<file path="src/rtl/vector_port_arbiter.sv">
// Two-port round-robin arbiter in front of the single-port vector storage block.
// Each requester holds one latched operation; grants alternate when both are pending.
module vector_port_arbiter #(
  parameter  int unsigned DATA_WIDTH  = 20,
  parameter  int unsigned DATA_COUNT  = 64,
  localparam int unsigned INDEX_WIDTH = $clog2(DATA_COUNT)
) (
  input  logic                   clk,
  input  logic                   rst_n,
  input  logic                   req0_get,
  input  logic                   req0_insert,
  input  logic [INDEX_WIDTH-1:0] req0_index,
  input  logic [DATA_WIDTH-1:0]  req0_data_in,
  output logic [DATA_WIDTH-1:0]  req0_data_out,
  output logic                   req0_ready,
  input  logic                   req1_get,
  input  logic                   req1_insert,
  input  logic [INDEX_WIDTH-1:0] req1_index,
  input  logic [DATA_WIDTH-1:0]  req1_data_in,
  output logic [DATA_WIDTH-1:0]  req1_data_out,
  output logic                   req1_ready,
  output logic [INDEX_WIDTH-1:0] vec_index,
  output logic                   vec_get,
  output logic                   vec_insert,
  output logic [DATA_WIDTH-1:0]  vec_data_in,
  input  logic [DATA_WIDTH-1:0]  vec_data_out,
  input  logic                   vec_ready,
  output logic                   busy
);

  typedef enum logic [1:0] {ST_IDLE, ST_ISSUE, ST_SETTLE, ST_WAIT} state_t;

  state_t                 state_q, state_d;
  logic [1:0]             pend_q, pend_d;
  logic [1:0]             is_ins_q, is_ins_d;
  logic [1:0]             ready_q, ready_d;
  logic [INDEX_WIDTH-1:0] idx_q [2];
  logic [INDEX_WIDTH-1:0] idx_d [2];
  logic [DATA_WIDTH-1:0]  dat_q [2];
  logic [DATA_WIDTH-1:0]  dat_d [2];
  logic [DATA_WIDTH-1:0]  dout_q [2];
  logic [DATA_WIDTH-1:0]  dout_d [2];
  logic                   grant_q, grant_d;
  logic                   last_q, last_d;
  logic [INDEX_WIDTH-1:0] vec_index_q, vec_index_d;
  logic [DATA_WIDTH-1:0]  vec_data_in_q, vec_data_in_d;
  logic                   vec_get_q, vec_get_d;
  logic                   vec_insert_q, vec_insert_d;
  logic                   busy_q, busy_d;

  logic [1:0]             get_c, ins_c;
  logic [INDEX_WIDTH-1:0] idx_in_c [2];
  logic [DATA_WIDTH-1:0]  dat_in_c [2];
  logic                   pick_c;

  assign get_c       = {req1_get, req0_get};
  assign ins_c       = {req1_insert, req0_insert};
  assign idx_in_c[0] = req0_index;
  assign idx_in_c[1] = req1_index;
  assign dat_in_c[0] = req0_data_in;
  assign dat_in_c[1] = req1_data_in;

  // Sole pending port wins; on a tie the port not served last wins.
  assign pick_c = (&pend_q) ? ~last_q : pend_q[1];

  // State register and all registered outputs.
  always_ff @(posedge clk or negedge rst_n) begin
    if (!rst_n) begin
      state_q       <= ST_IDLE;
      pend_q        <= '0;
      is_ins_q      <= '0;
      ready_q       <= 2'b11;
      grant_q       <= 1'b0;
      last_q        <= 1'b1;
      vec_index_q   <= '0;
      vec_data_in_q <= '0;
      vec_get_q     <= 1'b0;
      vec_insert_q  <= 1'b0;
      busy_q        <= 1'b0;
      for (int i = 0; i < 2; i++) begin
        idx_q[i]  <= '0;
        dat_q[i]  <= '0;
        dout_q[i] <= '0;
      end
    end else begin
      state_q       <= state_d;
      pend_q        <= pend_d;
      is_ins_q      <= is_ins_d;
      ready_q       <= ready_d;
      grant_q       <= grant_d;
      last_q        <= last_d;
      vec_index_q   <= vec_index_d;
      vec_data_in_q <= vec_data_in_d;
      vec_get_q     <= vec_get_d;
      vec_insert_q  <= vec_insert_d;
      busy_q        <= busy_d;
      for (int i = 0; i < 2; i++) begin
        idx_q[i]  <= idx_d[i];
        dat_q[i]  <= dat_d[i];
        dout_q[i] <= dout_d[i];
      end
    end
  end

  // Request acceptance, next state and next output values.
  always_comb begin
    state_d       = state_q;
    pend_d        = pend_q;
    is_ins_d      = is_ins_q;
    ready_d       = ready_q;
    grant_d       = grant_q;
    last_d        = last_q;
    vec_index_d   = vec_index_q;
    vec_data_in_d = vec_data_in_q;
    vec_get_d     = 1'b0;
    vec_insert_d  = 1'b0;
    for (int i = 0; i < 2; i++) begin
      idx_d[i]  = idx_q[i];
      dat_d[i]  = dat_q[i];
      dout_d[i] = dout_q[i];
    end

    // A ready port never has a pending op, so this cannot collide with completion below.
    for (int i = 0; i < 2; i++) begin
      if (ready_q[i] && (get_c[i] || ins_c[i])) begin
        pend_d[i]   = 1'b1;
        is_ins_d[i] = ins_c[i];
        idx_d[i]    = idx_in_c[i];
        dat_d[i]    = dat_in_c[i];
        ready_d[i]  = 1'b0;
      end
    end

    case (state_q)
      ST_IDLE: begin
        if ((|pend_q) && vec_ready) begin
          grant_d       = pick_c;
          last_d        = pick_c;
          vec_index_d   = idx_q[pick_c];
          vec_data_in_d = dat_q[pick_c];
          vec_insert_d  = is_ins_q[pick_c];
          vec_get_d     = ~is_ins_q[pick_c];
          state_d       = ST_ISSUE;
        end
      end
      ST_ISSUE:  state_d = ST_SETTLE;
      // Vector ready may still be high from before the strobe; skip one cycle.
      ST_SETTLE: state_d = ST_WAIT;
      ST_WAIT: begin
        if (vec_ready) begin
          if (!is_ins_q[grant_q]) begin
            dout_d[grant_q] = vec_data_out;
          end
          pend_d[grant_q]  = 1'b0;
          ready_d[grant_q] = 1'b1;
          state_d          = ST_IDLE;
        end
      end
      default: state_d = ST_IDLE;
    endcase

    busy_d = (state_d != ST_IDLE);
  end

  assign req0_data_out = dout_q[0];
  assign req1_data_out = dout_q[1];
  assign req0_ready    = ready_q[0];
  assign req1_ready    = ready_q[1];
  assign vec_index     = vec_index_q;
  assign vec_data_in   = vec_data_in_q;
  assign vec_get       = vec_get_q;
  assign vec_insert    = vec_insert_q;
  assign busy          = busy_q;

endmodule

</file>
<file path="config.mk">
export PLATFORM = sky130hd
export DESIGN_NAME = vector_port_arbiter
export DESIGN_NICKNAME = d
export VERILOG_FILES = /design/src/rtl/vector_port_arbiter.sv
export SDC_FILE = /design/constraint.sdc
export NUM_CORES = 1
export LEC_CHECK = 0
export ABC_AREA = 1
export CAP_MARGIN = 20
export CORE_MARGIN = 2
export CORE_UTILIZATION = 54
export CTS_BUF_LIST = sky130_fd_sc_hd__clkbuf_8
export CTS_CLUSTER_DIAMETER = 60
export DETAILED_ROUTE_END_ITERATION = 8
export PLACE_DENSITY = 0.91
export SLEW_MARGIN = 10
export SYNTH_ARGS = -nofsm -noshare
export SYNTH_HDL_FRONTEND = slang
export SYNTH_SLANG_ARGS = --single-unit
export TNS_END_PERCENT = 30
</file>
<file path="constraint.sdc">
create_clock -name clk -period 3.2 [get_ports clk]
set_input_delay 0.64 -clock clk [delete_from_list [all_inputs] [get_ports clk]]
set_output_delay 0.64 -clock clk [all_outputs]
set_load 0.05 [all_outputs]
</file>
==> flow_summary_export.csv, run 1 <==
group,metric,value,unit
status,status,"finished, final reports clean",
hold_path,hp-class,"primary input to async pin",
finish,layout_common_cells,"nand2_1 (332), clkdlybuf4s50_1 (148), dfrtp_1 (128), nand3_1 (121), clkbuf_8 (20)",
clock_tree,cts_buffers,17,
sta,finalCritPeriodShare,76.0,%
sta,finClkSkew,13.7,ps
global_route,grt_pass1_wl,25100,um
floorplan,die_w,106,um
clock_tree,clk_path_buf_depth,2,
floorplan,pin_count,150,
sta,rsz0062_at_grt,"false",
logic_synthesis,synth.distinct_cells,21,
sta,hold_slack,187,ps
sta,fin_setup_tns,0,ps
route,vias,5133,
critical_path,cp.arrival,1790,ps
route,ant_nets,0,
route,dr.pass1.iters,6,
logic_synthesis,syn_avg_cell_area,8.50,sq um
place,numPortBuffers,149,
sta,slew_viol_final,0,
global_route,overflow,0,
clock_tree,ctsRootBufferMaster,"clkbuf_8",
route,post_drt_wl_per_cell,16.1,um
critical_path,crit_path_end_kind,"output port",
route,remaining_drc_errors,0,
power,finalPower,0.00807,W
logic_synthesis,ys_seq_area_share,58.7,%
route,via_per_inst,5.45,
place,dp_hpwl,10100,um
critical_path,startpoint_type,"register",
clock_tree,cts_tree,"yes",
floorplan,coreArea,10200,sq um
critical_path,slowest_delay,800,ps
clock_tree,cts_resized,0,
power,power_leakage,3.81,nW
route,m1WireLength,6060,um
global_route,grt_use_total,28.7,%
finish,seq_area,3280,sq um
logic_synthesis,synth_seq_cells,131,
global_route,antenna_found_initial,0,
power,peakVddDrop,0.534,mV
finish,multi_input_area,2010,sq um
finish,layout_commonest_cell,"nand2_1",
finish,drive_gt1_share,7.07,%
route,dr_wl_met3,1310,um
floorplan,rows,37,
sta,min_period,2430,ps
clock_tree,htree_levels,4,
floorplan,die-area,11200,sq um
route,wirelength,15200,um
critical_path,cp_max_fo,2,
sta,hold_viol_final,0,
place,post-place-ws,666,ps
critical_path,ff2ff_path_depth,4,
critical_path,critPathRequiredTime,2560,ps
finish,antenna_cells,0,
logic_synthesis,synth_cells,658,
route,dr.first_iter.drc_count,400,
logic_synthesis,synthesis.area,5590,sq um
route,dr_wl_met2,7430,um
run,drv_cap,0,
sta,fin_ws,769,ps
critical_path,path_class,"register to output port",
sta,setup_viol,0,
critical_path,crit_cells,1,
clock_tree,cts_num_sinks,131,
floorplan,die_y,106,um
finish,area_growth,33.2,%
finish,finalInstanceArea,7450,sq um
sta,timing.fmax,411,MHz
finish,fillers,737,
critical_path,crit_chain,"clkdlybuf4s50_1",
place,placed_area,7070,sq um
sta,tightest_slew,735,ps
critical_path,cpMaxStageDelayCell,"clkdlybuf4s50_1",
route,highest_layer,"met4",
clock_tree,cts_hold_buf,0,
clock_tree,cts.clk_slew.worst_paths,80,ps
sta,max_slew_margin,50.9,%
logic_synthesis,ys_warn_count,0,
logic_synthesis,synth_fp_nets,737,
floorplan,start_util,54.9,%
critical_path,critPathTopFamily,"buffers and inverters",
global_route,grt_pass1_vias,5357,
power,power_density,1080,nW/um^2
global_route,grt_max_degree,62,
critical_path,critPathBufInv,1,
place,gp_congestion,0.846,
finish,final_nets,872,
clock_tree,post_cts_buffers,0,
clock_tree,clkLatencyLatePin,440,ps
cell usage after synthesis, drive strengths merged:
cell | number | area [sq um]
a21oi | 3 | 15.0
buf | 36 | 243
clkbuf | 5 | 18.8
dfrtp | 128 | 3200
dfstp | 3 | 78.8
inv | 10 | 37.5
nand2 | 337 | 1290
nand3 | 121 | 606
nand3b | 2 | 15.0
nor2 | 7 | 41.3
o21ai | 2 | 10.0
o22ai | 2 | 25.0
or2 | 2 | 12.5
flip-flops by register name (all words and copies together), names as in the netlist, 6 cells and up:
signal / cells
dat_q: 40
idx_q: 12
req0_data_out: 20
req1_data_out: 20
vec_data_in: 20
vec_index: 6
layer usage:
metal,vias to the layer above,track usage (%)
met5,-,0
met4,0,12.9
met3,41,7.42
met2,287,47.7
met1,2456,35.3
li1,2349,-
final timing paths:
kind / start / to / slack (ps)
min in group clk: dat_q[18]$_DFFE_PN0P_ / dat_q[18]$_DFFE_PN0P_ / 470
max in group asynchronous: rst_n / dat_q[30]$_DFFE_PN0P_ / 2240
worst min register to register: dat_q[18]$_DFFE_PN0P_ / dat_q[18]$_DFFE_PN0P_ / 470
worst min-delay path: rst_n / vec_index[3]$_DFFE_PN0P_ / 190
worst max-delay path: ready_q[1]$_DFF_PN1_ / req1_ready / 770
worst max register to register: is_ins_q[0]$_DFFE_PN0P_ / req0_data_out[13]$_DFFE_PN0P_ / 1200
final cells by class:
type	count	share of cell area, %
Sequential cell	131	44.1
Multi-Input combinational cell	476	27.0
Timing Repair Buffer	157	21.0
Clock buffer	20	3.69
Tap cell	136	2.28
Clock inverter	12	1.44
Inverter	10	0.504
stage by stage:
stage	util, %	std cells
3_3_place_gp	69.4	910
5_1_grt	73.1	942
4_1_cts	73.1	942
2_1_floorplan	-	658
6_report	73.1	942
3_5_place_dp	69.4	910
cells by family after synthesis:
logic type | Yosys count | share of synthesized area, %
AOI/OAI and AO/OA | 7 | 0.895
buffers and inverters | 51 | 5.35
DFF | 131 | 58.7
and+or+nand+nor | 469 | 35.1
power by group:
part / switching, W / internal (W)
clock: 0.000649 / 0.000674
combinational: 0.00269 / 0.00123
sequential: 0.000448 / 0.00239
Power figures use the tool's default switching activity.
==> run 2, diff against run 1 <==
- CORE_UTILIZATION: 54 -> 50
- PLACE_DENSITY: 0.91 -> 0.85
- clock period: 3.2 -> 2.4 ns (I/O delays scaled with it)
==> flow_summary_export.csv, run 2 (synthesis results as in run 1) <==
group,metric,value,unit
clock_tree,cts_buffers,17,
floorplan,die-area,12000,sq um
global_route,grt_pass1_wl,24000,um
sta,rsz0062_at_grt,"false",
sta,tightest_slew,711,ps
sta,finClkSkew,10.3,ps
clock_tree,cts.clk_slew.worst_paths,70,ps
finish,antenna_cells,0,
finish,final_nets,878,
critical_path,crit_chain,"clkdlybuf4s50_1",
route,post_drt_wl_per_cell,15.2,um
route,dr.pass1.iters,5,
power,power_density,1450,nW/um^2
clock_tree,cts_tree,"yes",
finish,finalInstanceArea,7570,sq um
critical_path,cp_max_fo,2,
sta,hold_viol_final,0,
route,remaining_drc_errors,0,
power,power_leakage,3.88,nW
power,p_int,0.00601,W
global_route,overflow,0,
critical_path,path_class,"register to output port",
finish,layout_common_cells,"nand2_1 (332), clkdlybuf4s50_1 (146), dfrtp_1 (128), nand3_1 (121), clkbuf_8 (21)",
clock_tree,cts_hold_buf,0,
place,dp_hpwl,9920,um
floorplan,rows,38,
power,sw_frac_of_total,45.2,%
place,gp_congestion,0.811,
global_route,grt_use_total,26.0,%
sta,finalCritPeriodShare,87.7,%
sta,slew_viol_final,0,
power,peakVddDrop,1.11,mV
clock_tree,cts_num_sinks,131,
critical_path,crit_path_end_kind,"output port",
power,seqPwrFrac,34.8,%
critical_path,critPathBufInv,1,
route,dr.first_iter.drc_count,329,
finish,layout_commonest_cell,"nand2_1",
critical_path,cpMaxStageDelayCell,"clkdlybuf4s50_1",
route,ant_nets,0,
finish,top_register,"dat_q",
clock_tree,clkLatencyLatePin,440,ps
floorplan,start_util,51.4,%
place,numPortBuffers,149,
clock_tree,clk_path_buf_depth,2,
critical_path,startpoint_type,"register",
floorplan,pin_count,150,
floorplan,die_w,110,um
floorplan,die_y,110,um
power,clkPwrFrac,17.7,%
clock_tree,ctsRootBufferMaster,"clkbuf_8",
global_route,antenna_found_initial,0,
power,combPwrFrac,47.5,%
critical_path,slowest_delay,810,ps
sta,setup_viol,0,
critical_path,critPathRequiredTime,1920,ps
status,status,"finished, final reports clean",
clock_tree,htree_levels,4,
finish,drive_gt1_share,7.76,%
sta,min_period,2100,ps
route,via_per_inst,5.29,
critical_path,cp.arrival,1620,ps
finish,area_growth,35.4,%
global_route,grt_pass1_vias,5033,
clock_tree,post_cts_buffers,0,
clock_tree,cts_resized,0,
floorplan,coreArea,10900,sq um
global_route,grt_max_degree,68,
critical_path,critPathTopFamily,"buffers and inverters",
finish,fillers,855,
route,vias,5040,
power,switchingPower,0.00496,W
finish,largest_register_ffs,40,
sta,max_slew_margin,52.5,%
sta,timing.fmax,475,MHz
route,wirelength,14500,um
run,drv_cap,0,
place,placed_area,7150,sq um
hold_path,hp-class,"primary input to async pin",
sta,fin_setup_tns,0,ps
-- run 2: power by group through the flow --
stage / registers, W / logic, W / clock network [W]
after floorplan: 0.00542 / 0.00187 / 0
after global placement: 0.00379 / 0.00507 / 0
after detailed placement: 0.00384 / 0.00522 / 0
after CTS: 0.00381 / 0.00524 / 0.00197
after global routing: 0.00393 / 0.00567 / 0.00207
final: 0.00382 / 0.00521 / 0.00194
-- run 2: worst paths after layout --
kind,from,end,slack (ps),cells after the start
worst max register to register,last_q$_DFFE_PN1P_,vec_get$_DFF_PN0_,670,5
worst min register to register,req0_data_out[5]$_DFFE_PN0P_,req0_data_out[5]$_DFFE_PN0P_,470,2
max in group asynchronous,rst_n,dat_q[23]$_DFFE_PN0P_,1720,2
worst max-delay path,vec_data_in[5]$_DFFE_PN0P_,vec_data_in[5],300,1
min in group clk,req0_data_out[5]$_DFFE_PN0P_,req0_data_out[5]$_DFFE_PN0P_,470,2
worst min-delay path,rst_n,req0_data_out[10]$_DFFE_PN0P_,20,1
-- run 2: routing by layer --
metal | GRT usage, % | share of wire, % | up-vias
li1 | - | - | 2362
met1 | 33.5 | 42 | 2421
met2 | 43.2 | 49 | 236
met3 | 6.46 | 8.3 | 21
met4 | 8.59 | 1.3 | 0
met5 | 0 | 0 | -
-- run 2: layout make-up --
class | count | area, sq um | share of cell area (%)
flip-flops and latches | 131 | 3280 | 43.3
multi-input cells | 476 | 2010 | 26.6
repair buffers | 163 | 1640 | 21.7
clock buffers | 21 | 289 | 3.82
well taps | 140 | 175 | 2.31
clock inverters | 11 | 134 | 1.77
inverters | 10 | 37.5 | 0.496
-- run 2: stage by stage --
stage | setup slack, ps | hold WS, ps | instances | utilization, % | total power [W]
after floorplan | 965 | 184 | 658 | - | 0.00729
after global placement | 366 | 454 | 920 | 65.7 | 0.00886
after detailed placement | 293 | 458 | 920 | 65.7 | 0.00906
after CTS | 264 | 36.2 | 952 | 69.5 | 0.0110
after global routing | 234 | 61.5 | 952 | 69.5 | 0.0117
final | 295 | 24.5 | 952 | 69.5 | 0.0110
==> run 3, diff against run 2 <==
- ABC_CLOCK_PERIOD_IN_PS: unset -> 2400
- CORE_UTILIZATION: 50 -> 35
- DONT_BUFFER_PORTS: unset -> 1
- PLACE_DENSITY: 0.85 -> 0.52
==> flow_summary_export.csv, run 3 (synthesis results as in run 1) <==
group,metric,value,unit
status,status,"finished, violations left",
status,violations,"hold timing",
global_route,grt_pass1_wl,22600,um
finish,final_nets,725,
floorplan,start_util,35.5,%
critical_path,ff2ff_path_depth,3,
clock_tree,clk_path_buf_depth,2,
sta,finalCritPeriodShare,74.5,%
critical_path,path_class,"register to output port",
hold_path,hp-class,"primary input to async pin",
route,post_drt_wl_per_cell,16.7,um
floorplan,die_w,130,um
clock_tree,cts_tree,"yes",
sta,timing.fmax,560,MHz
sta,fin_setup_tns,0,ps
sta,slew_viol_final,0,
clock_tree,clkLatencyLatePin,430,ps
finish,area_growth,9.06,%
finish,largest_register_ffs,40,
global_route,overflow,0,
global_route,antenna_found_initial,1,
place,numPortBuffers,0,
clock_tree,ctsRootBufferMaster,"clkbuf_8",
sta,hold_viol_final,131,
power,peakVddDrop,0.674,mV
floorplan,pin_count,150,
sta,hold_slack,-262,ps
route,ant_nets,0,
power,power_density,1600,nW/um^2
critical_path,startpoint_type,"register",
finish,drive_gt1_share,8.36,%
clock_tree,cts.clk_slew.worst_paths,80,ps
sta,min_period,1790,ps
sta,tightest_slew,722,ps
finish,layout_common_cells,"nand2_1 (332), dfrtp_1 (128), nand3_1 (121), clkbuf_8 (21), inv_1 (12)",
finish,finalInstanceArea,6100,sq um
critical_path,cp.arrival,1310,ps
clock_tree,htree_levels,4,
clock_tree,cts_buffers,17,
critical_path,crit_path_end_kind,"output port",
power,sw_frac_of_total,48.4,%
sta,setup_viol,0,
critical_path,crit_cells,0,
floorplan,rows,46,
critical_path,r2r_start,"ready_q[0]$_DFF_PN1_",
route,remaining_drc_errors,0,
route,dr.first_iter.drc_count,269,
route,via_per_inst,4.87,
critical_path,r2r_setup_slack,660,ps
floorplan,die-area,17000,sq um
sta,rsz0062_at_grt,"false",
route,vias,4258,
floorplan,die_y,130,um
place,gp_congestion,0.761,
critical_path,critPathRequiredTime,1920,ps
global_route,grt_use_total,17.6,%
place,placed_area,5680,sq um
floorplan,coreArea,15800,sq um
power,p_int,0.00503,W
power,clkPwrFrac,20.2,%
global_route,grt_pass1_vias,4278,
finish,layout_commonest_cell,"nand2_1",
power,switchingPower,0.00471,W
global_route,grt_max_degree,132,
place,dp_hpwl,9640,um
power,seqPwrFrac,57.5,%
finish,top_register,"dat_q",
critical_path,crit_path_end,"req0_ready",
route,wirelength,14600,um
sta,max_slew_margin,51.7,%
critical_path,r2r_end,"dat_q[33]$_DFFE_PN0P_",
run,drv_cap,0,
clock_tree,cts_num_sinks,131,
sta,finClkSkew,11.7,ps
critical_path,critical_path.startpoint,"ready_q[0]$_DFF_PN1_",
route,dr.pass1.iters,4,
critical_path,cp_max_fo,12,
power,combPwrFrac,22.3,%
power,power_leakage,3.27,nW
-- run 3: worst min-delay path by stage --
stage	to	slack [ps]	cells past startpoint
5_1_grt	req1_data_out[0]$_DFFE_PN0P_	-300	0
4_1_cts	req1_data_out[4]$_DFFE_PN0P_	-300	0
3_5_place_dp	req1_data_out[4]$_DFFE_PN0P_	190	0
2_1_floorplan	busy$_DFF_PN0_	180	0
3_3_place_gp	req1_data_out[3]$_DFFE_PN0P_	190	0
6_report	req1_data_out[4]$_DFFE_PN0P_	-260	0
-- run 3: per-layer routing --
metal / vias to the layer above / track usage, % / wire length (um)
met5: - / 0 / 0
met4: 0 / 5.88 / 174
li1: 2059 / - / -
met1: 2036 / 22.2 / 6360
met2: 152 / 28.1 / 6690
met3: 11 / 6.64 / 1340
-- run 3: layout make-up --
cell class / count / area, sq um
Tap cell: 216 / 270
Antenna cell: 1 / 2.50
Fill cell: 1653 / 9670
Clock buffer: 21 / 289
Sequential cell: 131 / 3280
Timing Repair Buffer: 10 / 75.1
Multi-Input combinational cell: 476 / 2010
Inverter: 10 / 37.5
Clock inverter: 10 / 131
-- run 3: metrics by stage --
step | utilization, % | total power (W) | worst slack [ps] | instances | hold slack [ps]
6_report | 38.7 | 0.00974 | 613 | 875 | -262
5_1_grt | 38.7 | 0.0104 | 489 | 875 | -304
4_1_cts | 38.7 | 0.00985 | 568 | 874 | -297
3_5_place_dp | 36.0 | 0.00785 | 671 | 843 | 187
3_3_place_gp | 36.0 | 0.00779 | 690 | 843 | 187
2_1_floorplan | - | 0.00729 | 965 | 658 | 184
-- run 3: repair_timing --
| action | in CTS | in global routing |
|---|---|---|
| endpoints found under the hold margin | 131 | 131 |
| setup buffers | 0 | 0 |
| resized for setup | 0 | 0 |
-- run 3: power by group through the flow --
stage | clock, W | sequential (W) | combinational (W)
finish | 0.00197 | 0.00560 | 0.00217
global route | 0.00213 | 0.00574 | 0.00257
CTS | 0.00202 | 0.00560 | 0.00222
detailed placement | 0 | 0.00564 | 0.00221
global placement | 0 | 0.00563 | 0.00216
floorplan | 0 | 0.00542 | 0.00187
